## config.mk

```make
export PLATFORM = sky130hd
export DESIGN_NAME = btn_conditioner
export DESIGN_NICKNAME = d
export VERILOG_FILES = /design/src/rtl/cpu_io_pkg.sv /design/src/rtl/btn_debounce_ch.sv /design/src/rtl/btn_conditioner.sv
export SDC_FILE = /design/constraint.sdc
export NUM_CORES = 1
export LEC_CHECK = 0
export ABC_AREA = 1
export CORE_AREA = 2 2 113 115
export CTS_CLUSTER_DIAMETER = 150
export DETAILED_ROUTE_END_ITERATION = 7
export DIE_AREA = 0 0 115 117
export GPL_TIMING_DRIVEN = 0
export PLACE_DENSITY = 0.85
export SETUP_SLACK_MARGIN = 0.05
export SLEW_MARGIN = 30
export SYNTH_ARGS = -nofsm -noshare
export SYNTH_HDL_FRONTEND = slang
export SYNTH_SLANG_ARGS = --single-unit
```

## constraint.sdc

```tcl
create_clock -name clk -period 1.6 [get_ports clk]
set_input_delay 0.24 -clock clk [delete_from_list [all_inputs] [get_ports clk]]
set_output_delay 0.24 -clock clk [all_outputs]
set_load 0.03 [all_outputs]
```

## src/rtl/cpu_io_pkg.sv

```systemverilog
// Shared types and constants for the CPU push-button input path.
// Latency: n/a (types and constants only).
// Backpressure: n/a.
package cpu_io_pkg;

    // Debounce FSM state for one button channel
    typedef enum logic [1:0] {
        RELEASED,
        PRESSING,
        PRESSED,
        RELEASING
    } btn_state_t;

    // 10 ms of stability at a 100 MHz core clock
    localparam int DEBOUNCE_CYCLES_DEFAULT = 1_000_000;

    // Width of each per-channel diagnostic press counter
    localparam int PRESS_CNT_W = 8;

endpackage

```

## src/rtl/btn_debounce_ch.sv

```systemverilog
// One button channel: 2-flop synchroniser, debounce FSM, sticky flag, press counter.
// Latency: raw edge to level/press = 2 + DEBOUNCE_CYCLES cycles; sticky/count one cycle later.
// Backpressure: none; every accepted press is reported unconditionally.
module btn_debounce_ch
    import cpu_io_pkg::*;
#(
    parameter int DEBOUNCE_CYCLES = DEBOUNCE_CYCLES_DEFAULT,
    parameter int CNT_W           = $clog2(DEBOUNCE_CYCLES)
) (
    input  logic                   clk,
    input  logic                   reset,
    input  logic                   raw,
    input  logic                   clr,
    output logic                   level,
    output logic                   press,
    output logic                   sticky,
    output logic [PRESS_CNT_W-1:0] count
);

    // The cycle that enters PRESSING/RELEASING counts as the first stable
    // cycle, so the transition fires when the counter sits at D-2; the
    // counter therefore never exceeds D-1 and the latency is exactly D.
    localparam logic [CNT_W-1:0] CNT_LAST = CNT_W'(DEBOUNCE_CYCLES - 2);

    logic             meta;
    logic             sync;
    btn_state_t       state;
    logic [CNT_W-1:0] cnt;

    // Two-flop synchroniser; only sync is used downstream
    always_ff @(posedge clk or negedge reset) begin
        if (!reset) begin
            meta <= 1'b0;
            sync <= 1'b0;
        end else begin
            meta <= raw;
            sync <= meta;
        end
    end

    // Debounce FSM with registered level and one-cycle press pulse
    always_ff @(posedge clk or negedge reset) begin
        if (!reset) begin
            state <= RELEASED;
            cnt   <= '0;
            level <= 1'b0;
            press <= 1'b0;
        end else begin
            press <= 1'b0;
            case (state)
                RELEASED: begin
                    cnt <= '0;
                    if (sync) state <= PRESSING;
                end
                PRESSING: begin
                    if (!sync) begin
                        state <= RELEASED;
                        cnt   <= '0;
                    end else if (cnt == CNT_LAST) begin
                        state <= PRESSED;
                        cnt   <= '0;
                        level <= 1'b1;
                        press <= 1'b1;
                    end else begin
                        cnt <= cnt + CNT_W'(1);
                    end
                end
                PRESSED: begin
                    cnt <= '0;
                    if (!sync) state <= RELEASING;
                end
                RELEASING: begin
                    if (sync) begin
                        // bounce back to pressed: no new pulse
                        state <= PRESSED;
                        cnt   <= '0;
                    end else if (cnt == CNT_LAST) begin
                        state <= RELEASED;
                        cnt   <= '0;
                        level <= 1'b0;
                    end else begin
                        cnt <= cnt + CNT_W'(1);
                    end
                end
                default: begin
                    state <= RELEASED;
                    cnt   <= '0;
                    level <= 1'b0;
                end
            endcase
        end
    end

    // Sticky flag (set beats clear) and wrap-around press counter
    always_ff @(posedge clk or negedge reset) begin
        if (!reset) begin
            sticky <= 1'b0;
            count  <= '0;
        end else begin
            if (press)
                sticky <= 1'b1;
            else if (clr)
                sticky <= 1'b0;
            if (press)
                count <= count + PRESS_CNT_W'(1);
        end
    end

endmodule

```

## src/rtl/btn_conditioner.sv

```systemverilog
// Conditions N_BTN raw push-button pins into level, press pulse, sticky flag and press count.
// Latency: 2 + DEBOUNCE_CYCLES cycles from a clean pin edge to btn_level/btn_press.
// Backpressure: none; channels are independent and free-running.
module btn_conditioner
    import cpu_io_pkg::*;
#(
    parameter int N_BTN           = 4,
    parameter int DEBOUNCE_CYCLES = DEBOUNCE_CYCLES_DEFAULT,
    parameter int CNT_W           = $clog2(DEBOUNCE_CYCLES)
) (
    input  logic                         clk,
    input  logic                         reset,
    input  logic [N_BTN-1:0]             btn_raw,
    input  logic [N_BTN-1:0]             sticky_clr,
    output logic [N_BTN-1:0]             btn_level,
    output logic [N_BTN-1:0]             btn_press,
    output logic [N_BTN-1:0]             btn_sticky,
    output logic [PRESS_CNT_W*N_BTN-1:0] press_count
);

    for (genvar i = 0; i < N_BTN; i++) begin : g_ch
        btn_debounce_ch #(
            .DEBOUNCE_CYCLES (DEBOUNCE_CYCLES),
            .CNT_W           (CNT_W)
        ) u_ch (
            .clk    (clk),
            .reset  (reset),
            .raw    (btn_raw[i]),
            .clr    (sticky_clr[i]),
            .level  (btn_level[i]),
            .press  (btn_press[i]),
            .sticky (btn_sticky[i]),
            .count  (press_count[PRESS_CNT_W*i +: PRESS_CNT_W])
        );
    end

endmodule

```

; ---- Word-level counts from Yosys, hierarchy flattened
; Index checks and enable logic that the tools add are counted.
; W data, S select, Z words.
[op_classes]
eq_ne = 48
magnitude_cmp = 0
add_sub_neg = 8
n_shift = 0
bitwise_logic = 0
n_mux = 84
div_mod_pow = 0
mul = 0
n_reduce_logical = 24
[op_table]
columns = op, n
row1 = $mux W20, 12
row2 = $pmux W20 S3, 4
row3 = $add A20 B1 Y20 const B, 4
row4 = $eq A20 B20 Y1 const B, 4
row5 = $mux W2, 24
row6 = $mux W1, 36
row7 = $add A8 B1 Y8 const B, 4
row8 = $ne A2 B1 Y1 const B, 16
row9 = $pmux W2 S4, 4
row10 = $reduce_and A5 Y1, 4
row11 = $eq A2 B2 Y1 const B, 8
row12 = $ne A2 B2 Y1 const B, 8
row13 = $reduce_and A4 Y1, 4
row14 = $reduce_bool A2 Y1, 8
row15 = $ne A3 B1 Y1 const B, 4
row16 = $ne A3 B3 Y1 const B, 4
row17 = $eq A2 B1 Y1 const B, 4
row18 = $logic_not A2 Y1, 4
row19 = $pmux W1 S2, 4
row20 = $reduce_or A2 Y1, 4
[totals]
mem_count = 0
latchBits = 0
word_cells = 196
romBits = 0
ram_bits = 0
out_inout_bits = 44
reg_bits = 140
in_bits = 10

; ---- Logic depth before layout (Yosys ltp)
[depth]
depth_word = 4
depth_mapped = 9
ltp_nobuf = 9

; ---- By module
; A second synthesis with hierarchy kept.
[unflattened]
hier_cells = 888
area_unflattened_um2 = 7388.3
[modules_own_cells]
columns = module, instances, area_per_inst_um2, seq_area_each_um2, cells_each
row1 = btn_debounce_ch (g_ch[0].u_ch ...), 3, 1836.8, 875.8, 217
row2 = btn_debounce_ch (g_ch[3].u_ch), 1, 1878.1, 875.8, 237

; ---- Worst setup path before layout
; No wires, ideal clock.
[synth_timing]
path_kind = flip-flop to flip-flop
startpoint = register g_ch[3].u_ch.count[0]
endpoint = register g_ch[3].u_ch.count[6]
n_path_buf = 0
arrival_ps = 1324
path_slack_ps = 143
setup_ps = 133
period_less_slack_ps = 1457
path_stages_with_launch = 6
required_ps = 1467
path_cell_list = dfrtp_1 > ha_1 > nand2_1 > nor3b_1 > nand3_1 > xnor2_1
[synth_between]
elab_chain_cells = 1
[synth_lines]
columns = item, line
row1 = start: declaration, btn_debounce_ch.sv:17  ; output logic [PRESS_CNT_W-1:0] count
row2 = start signal: assignment, btn_debounce_ch.sv:105  ; count <= count + PRESS_CNT_W'(1);
row3 = $add A8 B1 Y8, btn_debounce_ch.sv:105
; No other way between the ends.
; A chain may end at the register's enable or synchronous reset.

; ---- Final worst setup path
[layout_timing]
startpoint = register g_ch[2].u_ch.cnt[0]
endpoint = register g_ch[2].u_ch.cnt[14]
[layout_between]
elab_chain_cells = 4
word_cells_on_any_way = 6
classes_between = add/sub (1) / eq/ne (1) / mux (4)
[layout_lines]
columns = item, line
row1 = start: declaration, btn_debounce_ch.sv:28  ; logic [CNT_W-1:0] cnt;
row2 = start signal: assignment, btn_debounce_ch.sv:65  ; cnt <= cnt + CNT_W'(1);
row3 = start signal: assignment, btn_debounce_ch.sv:82  ; cnt <= cnt + CNT_W'(1);
row4 = $add A20 B1 Y20 / $eq A20 B20 Y1 (equally long branches), --
row5 = $mux W20 (*), "btn_debounce_ch.sv:59, btn_debounce_ch.sv:77"
row6 = "$mux W20, on equally long branches", "btn_debounce_ch.sv:73, btn_debounce_ch.sv:56"
row7 = $pmux W20 S3 (*), btn_debounce_ch.sv:50  ; case (state)
; Every way passes the cells marked *; elsewhere a longest branch is shown, timed or not.

==> flow_summary.yaml <==
status:
  status: "finished, final reports clean"
sta:
  holdWs_ns: 0.2542
  tightest_slew_ns: 0.4075
  fmax_mhz: 656.7
  slew_headroom_pct: 72.62
  setup_viol: 0
  finalClockSkew_ns: 0.004949
  hold_viol: 0
  tns_ns: 0
  drv_slew: 0
  rsz0062_at_grt: "yes"
  fin_ws_ns: 0.07722
  period_needed_ns: 1.523
  fin_crit_sh_pct: 95.17
critical_path:
  crit_top_cell: "nand3_2"
  crit_required_ns: 1.91
  cp.buffers_inverters: 2
  worstReg2RegStart: "g_ch[2].u_ch.cnt[0]$_DFF_PN0_"
  cp_slowest_stage_delay_ns: 0.43
  critPathKind: "reg2reg"
  crit_start: "g_ch[2].u_ch.cnt[0]$_DFF_PN0_"
  crit_path_start_kind: "flop"
  cp_slowest_cell: "dfrtp_1"
  cp_top_family: "simple AND/OR/NAND/NOR gates"
  arrival_ns: 1.83
  crit_chain: "inv_1, ha_1, nand3_2, nor2_4, nand3_2, nand2_4, buf_6, nor2_1"
  reg2reg_slack_ns: 0.08
  worstPathMaxFanout: 10
  crit_path_end_kind: "flop"
logic_synthesis:
  ys_types: 29
  synth_area_per_cell_um2: 8.204
  yosysSeqAreaShare_pct: 49.43
  ys_warn_count: 0
  synth_area_leaders: "dfrtp_1, nand2_1, nor2_1, inv_1, xor2_1"
  synth_edf_count: 0
  synth_top_area_share_pct: 49.43
  yosysMostFrequentCell: "nand2_1"
  async_flop_share_pct: 100.0
  ys_seq_elements: 140
  synthFlopType: "dfrtp_1"
  syn_inst: 864
  synthesis.nets: 886
  syn_area_mm2: 0.007088
  yosys-top-cells-count: "nand2_1, nor2_1, dfrtp_1"
  synth.largest_area_cell: "dfrtp_1"
die:
  core_mm2: 0.01231
  rows: 41
  top_level_ports: 54
  dieArea_mm2: 0.01346
  start_util_pct: 57.57
  die_w_um: 115
  die_h_um: 117
clocking:
  clkTransAtPathRegs_ns: 0.06
  cts_root_buf: "clkbuf_16"
  clock_latency_ns: 0.42
  cts_num_sinks: 140
  clk_path_buf_depth: 2
  htree_levels: 4
  tritoncts: "yes"
  cts_inserted_buffers: 17
finish:
  area_growth_pct: 22.28
  fin_area_mm2: 0.008667
  multi_input_area_mm2: 0.003243
  nNetsFinal: 981
  seq_area_mm2: 0.003508
  drive_above_1_share_pct: 13.90
  antenna-diode-count: 0
  fill_cells: 936
  fin_util_pct: 70.40
drt:
  final_antenna_net_count: 0
  drc: 0
  wl_um: 14920
  wl_per_cell_um: 13.31
  drtIter0Drc: 323
  dr.pass1.iters: 5
  avgViaCountPerCell: 5.155
  vias: 5779
flow_run:
  max_cap_viol_count: 0
placement:
  port_buffers: 53
  placed_area_mm2: 0.007839
  dpl.hpwl_um: 9784
  globalplace.congestion: 0.9021
  post-place-ws_ns: -0.04831
pwr:
  peakVddDrop_mv: 0.8064
  p_per_area_mw_per_mm2: 884.7
  leakage_uw: 0.003980
min_path:
  hp-class: "in2reg"
  hold_start: "btn_raw[1]"
global_route:
  grt_pass1_wl_um: 24450
  antenna_found_initial: 0
  grt_usage_pct: 23.30
  first_global_vias: 5418
  grt_max_degree: 87
  overflow: 0
-- stage by stage --
stage	cells	total power, uW
2_1_floorplan	864	3729
3_3_place_gp	1067	3844
3_5_place_dp	1068	3856
4_1_cts	1106	7718
5_1_grt	1121	7933
6_report	1121	7668
-- where the power goes --
part,switching (uW),internal (uW),leakage [uW],total (uW)
Clock,1410,2440,0.000286,3840
Sequential,21.4,3570,0.00192,3590
Combinational,148,85.5,0.00178,234
-- per-layer routing --
metal / vias up / track usage, % / wire (um) / share of wire (%)
met5: - / 0 / 0 / 0
met4: 0 / 7.550 / 172 / 1.2
met3: 16 / 6.025 / 685 / 4.6
met2: 131 / 40.24 / 7610 / 51
met1: 2754 / 28.84 / 6448 / 43
li1: 2878 / - / - / -
-- worst paths after layout --
path,end,cells past startpoint
min in group asynchronous,async pin,2
max in group asynchronous,g_ch[0].u_ch.cnt[0]$_DFF_PN0_,3
min,g_ch[1].u_ch.meta$_DFF_PN0_,1
max,g_ch[2].u_ch.cnt[14]$_DFF_PN0_,8
max reg2reg,g_ch[2].u_ch.cnt[14]$_DFF_PN0_,8
min reg2reg,g_ch[0].u_ch.sync$_DFF_PN0_,0
-- logic make-up (layout without fill, tap and decap cells) --
family          after synthesis  count (layout)  share of synthesized area (%)
fa+ha+maj                    12              12                          2.118
buf+inv                     111             218                          6.937
compound gates               35              35                          2.966
flops                       140             140                          49.43
simple gates                503             503                          30.77
xor+xnor                     63              63                          7.785
-- cell usage in the layout, fill, tap and decap left out, types with 4 or more instances in the layout --
| cell type | n |
|---|---|
| inv_2 | 4 |
| a21oi_1 | 11 |
| clkbuf_8 | 4 |
| dfrtp_1 | 136 |
| dlygate4sd2_1 | 29 |
| nand4_1 | 19 |
| dfrtp_2 | 4 |
| nor2_4 | 10 |
| inv_1 | 91 |
| clkbuf_2 | 6 |
| nand3b_1 | 8 |
| clkbuf_16 | 17 |
| nand3_1 | 49 |
| nor2_1 | 164 |
| buf_4 | 34 |
| xnor2_1 | 26 |
| o21ai_0 | 13 |
| nor3_1 | 10 |
| nand2_1 | 206 |
| clkdlybuf4s50_1 | 8 |
| xor2_1 | 37 |
| nor2_2 | 16 |
| ha_1 | 8 |
| o21bai_1 | 9 |
| clkinv_2 | 4 |
| clkdlybuf4s15_1 | 5 |
| nand3_2 | 7 |
-- sequential cells by signal, indices dropped and copies added (netlist names), named ones only --
| signal | count |
|---|---|
| g_ch.u_ch.count | 32 |
| g_ch.u_ch.level | 4 |
| g_ch.u_ch.state | 4 |
| g_ch.u_ch.sticky | 4 |
| g_ch.u_ch.press | 4 |
| g_ch.u_ch.sync | 4 |
| g_ch.u_ch.meta | 4 |
| g_ch.u_ch.cnt | 80 |
-- timing repair --
item	in CTS	in global routing
cloned	0	0
pin swaps	3	11
gates resized for setup	63	49
buffers inserted	6	15
hold endpoints to repair	54	0
hold buffers	1	0
setup endpoints to repair	79	81
-- area by class of cell --
class | count | share of cell area, %
flip-flops and latches | 140 | 40.48
multi-input cells | 613 | 37.42
repair buffers | 76 | 7.536
clock buffers | 24 | 5.673
inverters | 95 | 4.114
well taps | 150 | 2.165
plain buffers | 16 | 1.602
clock inverters | 7 | 1.011
Note: power is estimated with default switching activity, not from simulation.
